**config.mk**
```make
export PLATFORM = sky130hd
export DESIGN_NAME = instr_queue_flat
export DESIGN_NICKNAME = d
export VERILOG_FILES = /design/src/rtl/instr_queue_if.sv /design/src/rtl/instr_queue.sv /design/src/flat_wrapper.sv
export SDC_FILE = /design/constraint.sdc
export NUM_CORES = 1
export LEC_CHECK = 0
export CORE_MARGIN = 5
export CORE_UTILIZATION = 57
export DETAILED_ROUTE_END_ITERATION = 8
export DONT_BUFFER_PORTS = 1
export PLACE_DENSITY = 0.79
export SLEW_MARGIN = 20
export SYNTH_ARGS = -nofsm -noshare
export SYNTH_HDL_FRONTEND = slang
export SYNTH_SLANG_ARGS = --single-unit
```
**constraint.sdc**
```tcl
create_clock -name clk -period 14.4 [get_ports clk]
set_input_delay 0.72 -clock clk [delete_from_list [all_inputs] [get_ports clk]]
set_output_delay 0.72 -clock clk [all_outputs]
set_load 0.05 [all_outputs]
```
**src/rtl/instr_queue_if.sv**
```systemverilog
// Fetcher/decoder/backend-facing signal bundle of the instruction queue.
// The queue takes the slave modport; the surrounding pipeline drives the master side.
interface instr_queue_if #(
  parameter int PC_W    = 32,
  parameter int INSTR_W = 32
);
  logic               push_from_fetcher;
  logic [PC_W-1:0]    pc_from_fetcher;
  logic [INSTR_W-1:0] instr_from_fetcher;
  logic               is_full_to_fetcher;
  logic               stall_from_backend;
  logic               is_empty_to_dc;
  logic [PC_W-1:0]    pc_to_dc;
  logic [INSTR_W-1:0] instr_to_dc;

  modport master (
    output push_from_fetcher, pc_from_fetcher, instr_from_fetcher, stall_from_backend,
    input  is_full_to_fetcher, is_empty_to_dc, pc_to_dc, instr_to_dc
  );

  modport slave (
    input  push_from_fetcher, pc_from_fetcher, instr_from_fetcher, stall_from_backend,
    output is_full_to_fetcher, is_empty_to_dc, pc_to_dc, instr_to_dc
  );
endinterface

```
**src/rtl/instr_queue.sv**
```systemverilog
// Circular first-word-fall-through buffer of (pc, instruction) pairs between
// the fetcher and the decoder; flushed on redirect, frozen while rdy is low.
module instr_queue #(
  parameter int DEPTH   = 16,
  parameter int ADDR_W  = 4,
  parameter int PC_W    = 32,
  parameter int INSTR_W = 32
) (
  input  logic         clk,
  input  logic         rst,
  input  logic         rdy,
  input  logic         clr,
  instr_queue_if.slave q
);

  localparam logic [ADDR_W:0] FULL_CNT = (ADDR_W+1)'(DEPTH);

  logic [PC_W-1:0]    pc_mem    [DEPTH];
  logic [INSTR_W-1:0] instr_mem [DEPTH];

  logic [ADDR_W-1:0] head;
  logic [ADDR_W-1:0] tail;
  logic [ADDR_W:0]   count;

  logic empty;
  logic full;
  logic push_ok;
  logic pop_ok;
  logic advance;

  assign empty = (count == '0);
  assign full  = (count == FULL_CNT);

  // Fullness is judged on the start-of-cycle count, so a pop never makes room
  // for a same-cycle push.
  assign push_ok = q.push_from_fetcher && !full;
  assign pop_ok  = !empty && !q.stall_from_backend;
  assign advance = !rst && rdy && !clr;

  assign q.is_empty_to_dc     = empty;
  assign q.is_full_to_fetcher = full;
  assign q.pc_to_dc           = empty ? '0 : pc_mem[head];
  assign q.instr_to_dc        = empty ? '0 : instr_mem[head];

  // Storage carries no reset; only the pointers and count define validity.
  always_ff @(posedge clk) begin
    if (advance && push_ok) begin
      pc_mem[tail]    <= q.pc_from_fetcher;
      instr_mem[tail] <= q.instr_from_fetcher;
    end
  end

  always_ff @(posedge clk) begin
    if (rst) begin
      head  <= '0;
      tail  <= '0;
      count <= '0;
    end else if (rdy) begin
      if (clr) begin
        head  <= '0;
        tail  <= '0;
        count <= '0;
      end else begin
        if (push_ok) tail <= tail + 1'b1;
        if (pop_ok)  head <= head + 1'b1;
        case ({push_ok, pop_ok})
          2'b10:   count <= count + 1'b1;
          2'b01:   count <= count - 1'b1;
          default: count <= count;
        endcase
      end
    end
  end

endmodule
```
**src/flat_wrapper.sv**
```systemverilog
// flat-port wrapper written by rule: the top's interface ports become plain ports
module instr_queue_flat 
#(
  parameter int DEPTH   = 16,
  parameter int ADDR_W  = 4,
  parameter int PC_W    = 32,
  parameter int INSTR_W = 32
)
  (clk, rst, rdy, clr, q_push_from_fetcher, q_pc_from_fetcher, q_instr_from_fetcher, q_stall_from_backend, q_is_full_to_fetcher, q_is_empty_to_dc, q_pc_to_dc, q_instr_to_dc);
  instr_queue_if #(.PC_W(PC_W), .INSTR_W(INSTR_W)) q_i ();
  input  logic clk;
  input  logic rst;
  input  logic rdy;
  input  logic clr;
  input wire logic [$bits(q_i.push_from_fetcher)-1:0] q_push_from_fetcher;
  input wire logic [$bits(q_i.pc_from_fetcher)-1:0] q_pc_from_fetcher;
  input wire logic [$bits(q_i.instr_from_fetcher)-1:0] q_instr_from_fetcher;
  input wire logic [$bits(q_i.stall_from_backend)-1:0] q_stall_from_backend;
  output wire logic [$bits(q_i.is_full_to_fetcher)-1:0] q_is_full_to_fetcher;
  output wire logic [$bits(q_i.is_empty_to_dc)-1:0] q_is_empty_to_dc;
  output wire logic [$bits(q_i.pc_to_dc)-1:0] q_pc_to_dc;
  output wire logic [$bits(q_i.instr_to_dc)-1:0] q_instr_to_dc;
  assign q_i.push_from_fetcher = q_push_from_fetcher;
  assign q_i.pc_from_fetcher = q_pc_from_fetcher;
  assign q_i.instr_from_fetcher = q_instr_from_fetcher;
  assign q_i.stall_from_backend = q_stall_from_backend;
  assign q_is_full_to_fetcher = q_i.is_full_to_fetcher;
  assign q_is_empty_to_dc = q_i.is_empty_to_dc;
  assign q_pc_to_dc = q_i.pc_to_dc;
  assign q_instr_to_dc = q_i.instr_to_dc;
  instr_queue #(.DEPTH(DEPTH), .ADDR_W(ADDR_W), .PC_W(PC_W), .INSTR_W(INSTR_W)) u_core (.clk(clk), .rst(rst), .rdy(rdy), .clr(clr), .q(q_i));
endmodule
```
[After elaboration in Yosys (flattened, before gate mapping)]
Memory sizes are Yosys's and may differ from the RTL's. A register that Yosys moved wholly into a read port is not among the register bits.
Cells that the tools add are included.
Operators by class
  reduce and logical (&&, ||, !) cells: 17
  muxes and demuxes: 14
  $add $sub $neg: 4
  eq/ne operators: 3
Operators by type and width (number)
  32-bit two-way mux: 2
  4-bit two-way mux: 8
  5-bit case mux with 2 select lines: 1
  4-bit by 1-bit adder with 4-bit output, second input constant: 2
  2-bit AND reduction: 3
  5-bit by 1-bit adder with 5-bit output, second input constant: 1
  5-bit == test, second input constant: 1
  1-bit logical AND: 5
  1-bit zero test: 5
  5-bit zero test: 1
  5-bit two-way mux: 1
  5-bit by 1-bit subtractor with 5-bit output, second input constant: 1
  2-bit nonzero test: 2
  3-bit nonzero test: 1
  2-bit by 1-bit == test with 1-bit output, second input constant: 1
  2-bit == test, second input constant: 1
  1-bit two-way mux: 2
Word-level totals
  output and inout bits: 66
  word-level logic and storage cells: 43
  bits of input ports: 70
  memory bits (writable): 1024
  register bits after elaboration: 13
  memories: 2
Memories
  u_core.instr_mem: depth 16, bits a word 32, read ports 1, clocked after Yosys merged registers in 1, wr ports 1, RTL line instr_queue.sv:19  | logic [INSTR_W-1:0] instr_mem [DEPTH];
  u_core.pc_mem: depth 16, bits a word 32, read ports 1, clocked after Yosys merged registers in 1, wr ports 1, RTL line instr_queue.sv:18  | logic [PC_W-1:0] pc_mem [DEPTH];

[Logic depth before layout (Yosys ltp)]
Gate-level depths: netlist of run 1.
  depth after elaboration: 7
  depth in mapped cells: 10
  mapped depth without buffers: 8

[Worst setup path before layout of run 1]
Ideal clock, no wire load.
  kind: input-to-reg
  start: input clr
  end: memory u_core.instr_mem[3][0] (enable)
  required time: 13835 ps
  path slack: 7898 ps
  library setup time: 565 ps
  stages: 6
  path buffers: 1
  data arrival time: 5937 ps
  cells stage by stage: clkbuf_1 > inv_1 > nand2_1 > nor3_1 > nand2_1 > nor3_1
On the way
  longest elaborated chain between the ends: 5
RTL lines
  start: declaration: RTL line flat_wrapper.sv:14  | input logic clr;
  1-bit zero test: RTL line instr_queue.sv:38  | assign advance = !rst && rdy && !clr;
  1-bit logical AND: RTL line instr_queue.sv:38
  1-bit logical AND: RTL line instr_queue.sv:47  | if (advance && push_ok) begin
  1-bit two-way mux: RTL line instr_queue.sv:47
  1-bit two-way mux (not written as such): RTL line instr_queue.sv:49  | instr_mem[tail] <= q.instr_from_fetcher;
  end: declaration: RTL line instr_queue.sv:19
No other way between the ends.

==> impl_metrics.tcl, run 1 <==
set metrics [dict create \
    leakagePower_nw 13.1 \
    final_hold_viol_count 0 \
    core_area_mm2 0.0689 \
    cts_tree "done" \
    p_per_area_mw_per_mm2 134 \
    antenna_left 0 \
    fin_ws_ns 8.84 \
    area_growth_pct 11.1 \
    antenna_found_initial 4 \
    hold_path_depth 0 \
    min_from "q_instr_from_fetcher[23]" \
    fillers 4286 \
    slowest_stage "nor2b_1" \
    critical_path_required_ns 13.68 \
    port_buffers 0 \
    vias_per_cell 6.63 \
    instances_no_fill 2702 \
    ys_seq_area_share_pct 78.2 \
    io_pins 136 \
    rr_startpoint "u_core.count[1]" \
    arrival_ns 4.84 \
    synth-xor-area-share_pct 0.0440 \
    core.rowCount 96 \
    rrSetupSlack_ns 10.32 \
    synth_fp_nets 1706 \
    drtPass1Iterations 7 \
    route.detailed.drc 0 \
    postCtsHoldBufs 0 \
    first_global_vias 18822 \
    cts.path.max_buffers 3 \
    status "completed" \
    muxShareOfSynthArea_pct 18.2 \
    routedWlPerCell_um 32.8 \
    cts-root-buf "clkbuf_16" \
    path_clk_slew_ns 0.06 \
    drtIter0Drc 2194 \
    nNetsFinal 1764 \
    clock_latency_ns 0.67 \
    n_antenna_cell 0 \
    synth_top_family_by_area "multiplexers" \
    power.total_mw 5.93 \
    dp_hpwl_um 42800 \
    grt_pass1_wl_um 130000 \
    vdd_drop_max_mv 0.120 \
    ys_seq_elements 1041 \
    postCtsSetupBuffers 0 \
    max_freq_mhz 180 \
    preCtsSetupSlack_ns 9.28 \
    cp_max_fo 49 \
    avgSynthCellArea_um2 24.4 \
    rsz0062_at_grt "no" \
    regArea_mm2 0.0311 \
    synthAdderAreaFrac_pct 0.220 \
    grt_usage_pct 23.9 \
    post-route-min-period_ns 5.56 \
    timing.setup.tns_ns 0 \
    path_class "flip-flop to output pin" \
    die_y_um 274 \
    drive_above_1_share_pct 30.0 \
    hp-class "input pin to flip-flop" \
    place_congestion 0.749 \
    final_cell_mix "edfxtp_1 (1024), mux4_2 (320), clkbuf_16 (101)" \
    synth-compound-area-share_pct 0.657 \
    synthSimpleGateAreaFrac_pct 1.73 \
    synth_area_mm2 0.0398 \
    multi_input_area_mm2 0.00843 \
    worst_slew_pin_slew_ns 1.19 \
    reg2reg_to "u_core.instr_mem[5][31]" \
    grt_max_degree 76 \
    numCtsBuffers 101 \
    path_cells "buf_4 > buf_4 > mux4_2 > mux4_2 > nor2b_1" \
    synth_edf_count 1024 \
    ys_warn_count 0 \
    cp_slowest_stage_delay_ns 0.93 \
    maxCapViolations 0 \
    vias 17910 \
    syn-instance-count 1629 \
    die_x_um 274 \
    ys.flop_type "edfxtp_1" \
    finalSetupViolCount 0 \
    endpoint_kind "output pin" \
    die-area_mm2 0.0752 \
    finalWirelength_um 88700 \
    maxSlewViolCount 0 \
    max_slew_margin_pct 20.3 \
    holdWs_ns 0.148 \
    layout_commonest_cell "edfxtp_1" \
    grt-ovfl-total 0 \
    ys_types 46 \
    r2r_cells 6 \
    start_util_pct 57.7 \
    cts.sink_count 1041 \
    htreeDepth 3 \
    ys_async_sr_fraction_pct 0 \
    place_inst 2514 \
    finClkSkew_ns 0.0298 \
    cts_resized 0 \
    fin_crit_sh_pct 38.6 \
    startpoint_type "flip-flop" \
    min_delay_worst_endpoint "u_core.instr_mem[10][23]" \
]
## cell usage after synthesis, types with 2 or more instances
master	instances	area share, %
inv_1	5	0.047
buf_1	8	0.075
mux4_2	320	18
or4_1	2	0.038
ha_1	7	0.22
nor2b_1	66	1.0
buf_2	26	0.33
dfxtp_1	17	0.86
nand2b_1	2	0.031
clkbuf_1	48	0.45
a21o_1	2	0.038
nand3_1	4	0.050
o21ai_0	11	0.14
edfxtp_1	1024	77
nor2_1	28	0.26
a21oi_1	14	0.18
a31oi_1	2	0.031
nor4_1	2	0.031
nand2_1	8	0.075
nor3_1	7	0.088
## report_power, final
group          switching [mW]  leakage (nW)  internal (mW)
Combinational          0.0486          2.19         0.0211
Clock                    1.10          1.56           1.43
Sequential            0.00251          9.35           3.33
## worst max path at each step
stage,startpoint,to,cells after the start
2_1_floorplan,clr,u_core.instr_mem[3][0],6
3_3_place_gp,flip-flop,q_pc_to_dc[2],5
3_5_place_dp,flip-flop,q_instr_to_dc[21],5
4_1_cts,flip-flop,q_pc_to_dc[2],5
5_1_grt,flip-flop,q_pc_to_dc[11],5
6_report,flip-flop,q_pc_to_dc[11],5
## metal layers
metal	GRT usage, %	wire length (µm)	vias to the layer above
met2	41.3	46700	941
li1	-	-	7119
met5	0	13	-
met3	5.67	7800	148
met4	5.46	1850	2
met1	31.5	32400	9700
## worst max-delay path, delay by kind of cell, from the launching register on
family | cells | cell delay [ns]
buf+inv | 2 | 1.66
flops | 1 | 0.91
mux | 2 | 0.61
simple gates | 1 | 0.93
## registers in the layout (all words and copies together) (netlist names), named ones only
name,cells
u_core.instr_mem,512
u_core.pc_mem,512
u_core.count,5
u_core.head,4
u_core.tail,4
## kinds of logic (layout without fill, tap and decap cells)
group | after synthesis | count (layout)
mux | 323 | 323
fa+ha+maj | 7 | 7
simple gates | 124 | 124
xor+xnor | 2 | 2
flops | 1041 | 1041
compound gates | 42 | 42
buf+inv | 90 | 232
## per-stage QoR
| step | area, µm² | util [%] |
|---|---|---|
| floorplan | 39800 | - |
| global placement | 41000 | 59.5 |
| finish | 44200 | 64.1 |
| global route | 44200 | 64.1 |
| CTS | 44200 | 64.1 |
| detailed placement | 41000 | 59.5 |
## area by class of cell
type | instances | share of cell area [%]
Multi-Input combinational cell | 498 | 19.1
Inverter | 6 | 0.0510
Sequential cell | 1041 | 70.4
Clock inverter | 64 | 1.17
Timing Repair Buffer | 39 | 0.716
Tap cell | 931 | 2.64
Clock buffer | 123 | 5.97
Power figures use the tool's default switching activity.
==> run 2, diff against run 1 <==
--- a/config.mk
+++ b/config.mk
@@ -9,7 +9,7 @@
 export CORE_UTILIZATION = 57
 export DETAILED_ROUTE_END_ITERATION = 8
 export DONT_BUFFER_PORTS = 1
-export PLACE_DENSITY = 0.79
+export PLACE_DENSITY = 0.82
 export SLEW_MARGIN = 20
 export SYNTH_ARGS = -nofsm -noshare
 export SYNTH_HDL_FRONTEND = slang
==> constraint.sdc (replaced) <==
create_clock -name clk -period 4.8 [get_ports clk]
set_input_delay 0.24 -clock clk [delete_from_list [all_inputs] [get_ports clk]]
set_output_delay 0.24 -clock clk [all_outputs]
set_load 0.05 [all_outputs]
==> run 2 against run 1 <==
Worst setup slack got worse by 7.9 ns. Combinational power increased to 5.6 times the previous value. Die area unchanged. Clock power increased to 2.9 times the previous value. First-iteration DRC count increased by 19%. Sequential cell count unchanged. Critical path depth decreased by 1. Non-clock buffer count increased by 81. Global-route usage increased by 1.5 points. Worst hold slack got worse by 0.10 ns. Largest power group unchanged.
==> impl_metrics.tcl, run 2 (synthesis results as in run 1) <==
set metrics [dict create \
    core_area_mm2 0.0689 \
    numCtsBuffers 99 \
    routedWlPerCell_um 33.7 \
    first_global_vias 19422 \
    min_from "q_push_from_fetcher" \
    status "completed" \
    hp-class "input pin to flip-flop" \
    holdWs_ns 0.0458 \
    cts.sink_count 1041 \
    p_sw_share_pct 20.6 \
    port_buffers 0 \
    worst_slew_pin_slew_ns 1.16 \
    rrSetupSlack_ns 1.40 \
    route.detailed.drc 0 \
    finalWirelength_um 94100 \
    core.rowCount 96 \
    max_slew_margin_pct 22.6 \
    layout_commonest_cell "edfxtp_1" \
    path_clk_slew_ns 0.06 \
    io_pins 136 \
    finClkSkew_ns 0.0256 \
    die_x_um 274 \
    htreeDepth 3 \
    rr_startpoint "u_core.count[1]" \
    power.share.clock_pct 41.7 \
    rsz0062_at_grt "no" \
    finalSetupViolCount 0 \
    p_sw_mw 3.68 \
    die-area_mm2 0.0752 \
    critical_path_required_ns 4.56 \
    nNetsFinal 1843 \
    post-route-util_pct 65.5 \
    die_y_um 274 \
    dp_hpwl_um 47600 \
    fin_ws_ns 0.957 \
    p_int_mw 14.1 \
    arrival_ns 3.60 \
    grt_max_degree 65 \
    final_cell_mix "edfxtp_1 (1024), mux4_2 (320), clkbuf_16 (99)" \
    timing.setup.tns_ns 0 \
    final_hold_viol_count 0 \
    preCtsSetupSlack_ns 1.50 \
    antenna_found_initial 12 \
    path_class "flip-flop to output pin" \
    hold_path_depth 4 \
    maxSlewViolCount 0 \
    start_util_pct 57.7 \
    vias_per_cell 6.72 \
    cts-root-buf "clkbuf_16" \
    grt-ovfl-total 0 \
    max_freq_mhz 260 \
    drtIter0Drc 2600 \
    place_congestion 0.752 \
    p_seq_share_pct 56.1 \
    postCtsSetupBuffers 0 \
    maxCapViolations 0 \
    endpoint_kind "output pin" \
    startpoint_type "flip-flop" \
    grt_usage_pct 25.4 \
    p_per_area_mw_per_mm2 394 \
    leakagePower_nw 13.4 \
    fin_crit_sh_pct 80.1 \
    drive_above_1_share_pct 28.9 \
    clock_latency_ns 0.68 \
    cts.path.max_buffers 3 \
    cts_tree "done" \
    pwr-share-comb_pct 2.2 \
    grt_pass1_wl_um 137000 \
    antenna_left 0 \
    vdd_drop_max_mv 0.407 \
    area_growth_pct 13.5 \
    min_delay_worst_endpoint "u_core.tail[0]" \
    post-route-min-period_ns 3.84 \
    reg_top3 "u_core.instr_mem (512), u_core.pc_mem (512), u_core.count (5)" \
    cp_max_fo 63 \
    fillers 4144 \
    r2r_cells 6 \
    reg2reg_to "u_core.pc_mem[5][19]" \
    drtPass1Iterations 6 \
    vias 18743 \
]
==> run 2: cell types whose count changed in the layout (fill, tap and decap cells not counted), sizes merged, moves of 4 or more <==
cell and change:
buf +12, bufinv -4, clkinv -4, diode +10, dlygate4sd3 +69
==> run 2: final cells by class <==
type	instances	area, µm²	share of cell area, %
Sequential cell	1041	31100	68.9
Multi-Input combinational cell	498	8450	18.7
Clock buffer	126	2600	5.76
Timing Repair Buffer	120	1300	2.88
Tap cell	931	1160	2.58
Clock inverter	57	485	1.08
Antenna cell	10	25.0	0.0554
Inverter	6	22.5	0.0499
==> run 2: metal layers <==
layer	vias up	track usage (%)	wire, µm
li1	7300	-	-
met1	10016	33.3	32800
met2	1243	44.3	50300
met3	176	5.22	8440
met4	8	6.37	2410
met5	-	0	42
==> run 2: how the worst max path moves through the flow <==
stage | cells past startpoint | startpoint | end | slack (ns)
2_1_floorplan | 7 | u_core.count[1] | u_core.instr_mem[15][0] | 0.23
3_3_place_gp | 6 | u_core.count[1] | u_core.pc_mem[7][22] | 1.52
3_5_place_dp | 6 | u_core.count[1] | u_core.pc_mem[4][27] | 1.50
4_1_cts | 4 | flip-flop | q_instr_to_dc[9] | 0.88
5_1_grt | 4 | flip-flop | q_instr_to_dc[9] | 0.83
6_report | 4 | flip-flop | q_instr_to_dc[9] | 0.96
==> run 2: power by group through the flow <==
stage	clock network [mW]	logic [mW]	registers (mW)
6_report	7.43	0.387	10.0
5_1_grt	7.96	0.410	9.99
4_1_cts	7.50	0.387	10.0
3_5_place_dp	0	0.220	10.2
3_3_place_gp	0	0.217	10.2
2_1_floorplan	0	0.175	10.2
==> run 2: repair_timing <==
action                                 4_1_cts  5_1_grt
endpoints found under the hold margin     1041        0
resized for setup                            0        0
hold buffers                                69        0
==> run 2: worst max-delay path: stages (launching register included) <==
cell and delay, ns:
dfxtp_4 1.05, buf_12 0.39, mux4_2 0.30, mux4_2 0.35
nor2b_1 0.77
==> run 2: through the flow <==
step / total power, mW / cells / cell area [µm²]
after global placement: 10.4 / 2526 / 41300
after CTS: 17.9 / 2778 / 45100
final: 17.8 / 2789 / 45200
after detailed placement: 10.4 / 2526 / 41300
after floorplan: 10.4 / 1629 / 39800
after global routing: 18.4 / 2784 / 45100
